File: config.mk
export PLATFORM = sky130hd
export DESIGN_NAME = mdu_issue_ctrl_flat
export DESIGN_NICKNAME = d
export VERILOG_FILES = /design/src/rtl/mdu_issue_ctrl_if.sv /design/src/rtl/mdu_issue_ctrl.sv /design/src/flat_wrapper.sv
export SDC_FILE = /design/constraint.sdc
export NUM_CORES = 1
export LEC_CHECK = 0
export CORE_MARGIN = 1
export CORE_UTILIZATION = 37
export DETAILED_ROUTE_END_ITERATION = 16
export PLACE_DENSITY = 0.74
export SETUP_SLACK_MARGIN = 0.15
export SLEW_MARGIN = 10
export SYNTH_ARGS = -nofsm -noshare
export SYNTH_HDL_FRONTEND = slang
export SYNTH_SLANG_ARGS = --single-unit
File: constraint.sdc
create_clock -name clk -period 1.6 [get_ports clk]
set_input_delay 0.24 -clock clk [delete_from_list [all_inputs] [get_ports clk]]
set_output_delay 0.24 -clock clk [all_outputs]
set_load 0.005 [all_outputs]
File: src/rtl/mdu_issue_ctrl_if.sv
// mdu_issue_ctrl_if: E/D-stage request side and MDU handshake of the issue controller
interface mdu_issue_ctrl_if;
  logic       InstrValid_E, EnE, IsMD_D, Busy, Start, Stall_D, Err;
  logic [3:0] MDClass_E, MDUOP, Time;
  logic [1:0] ReadHILO;
  modport master(
    output InstrValid_E, EnE, MDClass_E, IsMD_D, Busy,
    input  Start, MDUOP, Time, ReadHILO, Stall_D, Err
  );
  modport slave(
    input  InstrValid_E, EnE, MDClass_E, IsMD_D, Busy,
    output Start, MDUOP, Time, ReadHILO, Stall_D, Err
  );
endinterface

File: src/rtl/mdu_issue_ctrl.sv
// mdu_issue_ctrl: issues mul/div ops to the MDU once, tracks its latency and stalls D-stage HI/LO users
module mdu_issue_ctrl #(
  parameter logic [3:0] MULT_TIME = 4'd5,
  parameter logic [3:0] DIV_TIME  = 4'd10
) (
  input logic           clk,
  input logic           reset,
  mdu_issue_ctrl_if.slave bus
);
  typedef enum logic [1:0] {IDLE, RUN, DRAIN} state_t;
  state_t     state;
  logic [3:0] cnt, cls;
  logic       issued, err, v, is_mul, is_div, md, start, violation;
  always_comb begin
    cls          = bus.MDClass_E;
    v            = bus.InstrValid_E;
    is_mul       = v && (cls == 4'd1 || cls == 4'd2);
    is_div       = v && (cls == 4'd3 || cls == 4'd4);
    md           = is_mul || is_div;
    start        = md && !issued && state == IDLE;
    violation    = (state != IDLE && md && !issued) || (state == IDLE && bus.Busy && !start && !issued);
    bus.Start    = start;
    bus.MDUOP    = (v && cls >= 4'd1 && cls <= 4'd6) ? cls : 4'd0;
    bus.Time     = is_mul ? MULT_TIME : is_div ? DIV_TIME : 4'd0;
    bus.ReadHILO = !v ? 2'b00 : cls == 4'd8 ? 2'b01 : cls == 4'd7 ? 2'b10 : 2'b00;
    bus.Stall_D  = bus.IsMD_D && (start || state != IDLE || bus.Busy);
    bus.Err      = err;
  end
  // a held E-stage op keeps issued set so it cannot start the MDU a second time
  always_ff @(posedge clk) begin
    if (reset) begin
      state  <= IDLE;
      cnt    <= 4'd0;
      issued <= 1'b0;
      err    <= 1'b0;
    end else begin
      issued <= bus.EnE ? 1'b0 : (issued || start);
      if (violation) err <= 1'b1;
      if (start) begin
        cnt   <= bus.Time;
        state <= RUN;
      end else if (state == RUN) begin
        cnt <= cnt - 4'd1;
        if (cnt == 4'd1) state <= bus.Busy ? DRAIN : IDLE;
      end else if (state == DRAIN && !bus.Busy) begin
        state <= IDLE;
      end
    end
  end
endmodule

File: src/flat_wrapper.sv
// flat-port wrapper written by rule: the top's interface ports become plain ports
module mdu_issue_ctrl_flat 
#(
  parameter logic [3:0] MULT_TIME = 4'd5,
  parameter logic [3:0] DIV_TIME  = 4'd10
)
  (clk, reset, bus_InstrValid_E, bus_EnE, bus_MDClass_E, bus_IsMD_D, bus_Busy, bus_Start, bus_MDUOP, bus_Time, bus_ReadHILO, bus_Stall_D, bus_Err);
  mdu_issue_ctrl_if bus_i ();
  input logic clk;
  input logic reset;
  input wire logic [$bits(bus_i.InstrValid_E)-1:0] bus_InstrValid_E;
  input wire logic [$bits(bus_i.EnE)-1:0] bus_EnE;
  input wire logic [$bits(bus_i.MDClass_E)-1:0] bus_MDClass_E;
  input wire logic [$bits(bus_i.IsMD_D)-1:0] bus_IsMD_D;
  input wire logic [$bits(bus_i.Busy)-1:0] bus_Busy;
  output wire logic [$bits(bus_i.Start)-1:0] bus_Start;
  output wire logic [$bits(bus_i.MDUOP)-1:0] bus_MDUOP;
  output wire logic [$bits(bus_i.Time)-1:0] bus_Time;
  output wire logic [$bits(bus_i.ReadHILO)-1:0] bus_ReadHILO;
  output wire logic [$bits(bus_i.Stall_D)-1:0] bus_Stall_D;
  output wire logic [$bits(bus_i.Err)-1:0] bus_Err;
  assign bus_i.InstrValid_E = bus_InstrValid_E;
  assign bus_i.EnE = bus_EnE;
  assign bus_i.MDClass_E = bus_MDClass_E;
  assign bus_i.IsMD_D = bus_IsMD_D;
  assign bus_i.Busy = bus_Busy;
  assign bus_Start = bus_i.Start;
  assign bus_MDUOP = bus_i.MDUOP;
  assign bus_Time = bus_i.Time;
  assign bus_ReadHILO = bus_i.ReadHILO;
  assign bus_Stall_D = bus_i.Stall_D;
  assign bus_Err = bus_i.Err;
  mdu_issue_ctrl #(.MULT_TIME(MULT_TIME), .DIV_TIME(DIV_TIME)) u_core (.clk(clk), .reset(reset), .bus(bus_i));
endmodule
==> results of run 1 <==
==> per-stage QoR <==
| step | hold WS (ns) | setup slack, ns | instances |
|---|---|---|---|
| 2_1_floorplan | 0.3193 | 0.01220 | 74 |
| 3_3_place_gp | 0.5216 | -0.7572 | 116 |
| 3_5_place_dp | 0.5192 | -0.7646 | 116 |
| 4_1_cts | 0.5203 | -0.03175 | 122 |
| 5_1_grt | 0.5588 | -0.07294 | 126 |
| 6_report | 0.5345 | -0.03946 | 126 |
==> cell families (layout without fill, tap and decap cells) <==
group           count (synthesis)  count (layout)  share of synthesized area [%]
flops                           8               8                          27.77
fa+ha+maj                       2               2                          4.338
buf+inv                        10              47                          9.977
other cells                     1               1                         0.6501
compound gates                 20              20                          24.95
simple gates                   31              31                          29.28
xor+xnor                        2               2                          3.037
==> worst max path at each step <==
stage	endpoint	slack, ns
3_3_place_gp	bus_Start	-0.76
3_5_place_dp	bus_Start	-0.76
5_1_grt	bus_Start	-0.07
4_1_cts	bus_Start	-0.03
6_report	bus_Start	-0.04
2_1_floorplan	u_core.cnt[2]	0.01
==> synthesized netlist by cell type, types with 2 or more instances <==
cell type / number
buf_4: 5
nor3_1: 3
inv_1: 3
nor2b_1: 2
a21oi_1: 11
nand2_1: 9
nand2b_1: 2
ha_1: 2
nand3b_1: 2
nor4_1: 2
a31oi_1: 2
nor2_1: 5
dfxtp_1: 8
==> cells in the final DEF (no fill, tap or decap), types with 3 or more instances in the layout <==
cell / n
a21oi_1: 8
buf_2: 5
buf_4: 16
buf_6: 6
clkbuf_4: 3
clkdlybuf4s50_1: 5
dfxtp_1: 7
dlygate4sd2_1: 7
inv_1: 3
nand2_1: 9
nor2_1: 4
==> power groups by stage <==
stage	Combinational [W]	Clock, W	Sequential (W)
4_1_cts	0.000167	0.000167	0.000222
3_3_place_gp	0.000149	0	0.000225
5_1_grt	0.000197	0.000180	0.000224
3_5_place_dp	0.000153	0	0.000225
2_1_floorplan	0.0000833	0	0.000225
6_report	0.000183	0.000158	0.000222
==> critical path, cell delays in order <==
cell       delay [ns]
buf_6            0.09
or3b_4           0.39
buf_6            0.13
a2111oi_4        0.37
buf_2            0.18
==> flip-flops by register name (all words and copies together) (netlist names) <==
register        flops
u_core.cnt          4
u_core.state        2
u_core.bus.Err      1
u_core.issued       1
==> final cells by class <==
class / instances / area share [%]
tap: 15 / 1.875
inverter: 3 / 1.125
multi-input combinational: 56 / 44.13
sequential: 8 / 16.13
clock buffer: 3 / 2.250
timing repair buffer: 41 / 34.50
==> per-layer routing <==
layer / routed length, um / global-route usage, % / vias up
li1: - / - / 332
met1: 729 / 22.58 / 322
met2: 906 / 31.87 / 21
met3: 84 / 7.391 / 6
met4: 36 / 10.97 / 0
met5: 0 / 0 / -
==> repair_timing <==
| action | in CTS | in global routing |
|---|---|---|
| pin swaps | 8 | 7 |
| gates resized for setup | 56 | 8 |
| hold buffers | 0 | 0 |
| endpoints found under the setup margin | 18 | 11 |
| buffers inserted | 3 | 4 |
==> flow_summary.toml, run 1 <==
[outcome]
status = "finished, violations left"
violations = "setup timing"

[global_route]
grt.overflow.total = 0
grt_max_degree = 9
grt_pass1_wl_um = 2608
antenna_found_initial = 0
grt_pass1_vias = 613
grt_usage_pct = 19.87

[route]
viasPerCell = 5.405
ant_nets = 0
first_pass_iters = 4
drt-wirelength-per-cell_um = 13.94
drc = 0
drtIter0Drc = 9
vias = 681
finalWirelength_um = 1756

[die]
die_h_um = 41.49
die_x_um = 41.49
io_pins = 23
start_util_pct = 41.72
die_area_mm2 = 0.001721
core_mm2 = 0.001383
num_rows = 13

[critical_path]
path_max_fanout = 2
required_ns = 1.36
critPathCaptureType = "primary output"
worstReg2RegEnd = "u_core.cnt[2]"
crit_type = "in2out"
ff2ff_setup_slack_ns = 0.11
reg2reg_depth = 6
r2r-start = "u_core.state[1]"
crit_arrival_ns = 1.40
crit_start = "bus_MDClass_E[0]"
startpoint_type = "input pin"

[logic_synthesis]
syn_inst = 74
avgSynthCellArea_um2 = 7.795
ys_seq_area_share_pct = 27.77
synth_top_flop_cell = "dfxtp_1"
synthDistinctLibCells = 31
synth_top_area_share_pct = 27.77
ys_top_cells_by_area = "dfxtp_1, a21oi_1, buf_4"
ys_seq_elements = 8
synth_enable_flop_cells = 0
yosys_warnings = 0
syn_nets = 86
async_flop_share_pct = 0
netlist_area_um2 = 576.8
yosysTopAreaCell = "dfxtp_1"

[job]
maxCapViolCount = 0

[pwr]
power.density_mw_per_mm2 = 562.7
swShare_pct = 29.07
p_int_w = 0.0003995
power_w = 0.0005632
ir_drop_mv = 0.5303
p_seq_share_pct = 39.5
clkPwrFrac_pct = 28.1
p_sw_w = 0.0001637
leakagePower_nw = 0.4410
combPwrFrac_pct = 32.5

[cells_and_area]
area_delta_synth_final_pct = 73.54
multiInputGateArea_um2 = 441.7
antenna_cells = 0
fillers = 105
final_core_util_pct = 72.40
seqCellArea_um2 = 161.4
drive_gt1_share_pct = 43.24
nets = 125
final_area_mm2 = 0.001001

[sta]
setup_ws_ns = -0.03946
tns_ns = -0.05263
setup_viol = 3
clock.fmax_mhz = 610.0
period_share_pct = 102.5
period_minus_slack_ns = 1.639
finalHoldViolCount = 0
finalMaxSlewViolations = 0
skew_ns = 0.0008325
rsz0062_at_grt = "yes"

[cts]
cts_made_buffers = 3
root_buffer = "clkbuf_4"
cts.path.max_buffers = 2
cts_tree = "yes"
clk_latency_ns = 0.26
numClockSinks = 8
clk_pin_slew_ns = 0.05
htree_levels = 1

[worst_hold_path]
hold_path_end = "u_core.bus.Err"
min_path_cells = 2
hp-class = "reg2reg"
worstHoldStart = "u_core.bus.Err"

[placement]
port_buffers = 21
place_congestion = 0.7437
place_area_um2 = 857.1
hpwlAfterDp_um = 1075
(Power assumes the default switching activity.)
==> run 2: changes to the inputs <==
--- a/config.mk
+++ b/config.mk
@@ -7,6 +7,7 @@
 export LEC_CHECK = 0
 export CORE_MARGIN = 1
 export CORE_UTILIZATION = 37
+export CTS_CLUSTER_DIAMETER = 60
 export DETAILED_ROUTE_END_ITERATION = 16
 export PLACE_DENSITY = 0.74
 export SETUP_SLACK_MARGIN = 0.15
==> results of run 2 <==
Same layout as run 1: the final DEF is identical, and so are final timing and power.
==> run 3: changes to the inputs <==
--- a/config.mk
+++ b/config.mk
@@ -8,6 +8,7 @@
 export CORE_MARGIN = 1
 export CORE_UTILIZATION = 37
 export CTS_CLUSTER_DIAMETER = 60
+export CTS_CLUSTER_SIZE = 10
 export DETAILED_ROUTE_END_ITERATION = 16
 export PLACE_DENSITY = 0.74
 export SETUP_SLACK_MARGIN = 0.15
==> results of run 3 <==
Same layout as run 1: the final DEF is identical, and so are final timing and power.
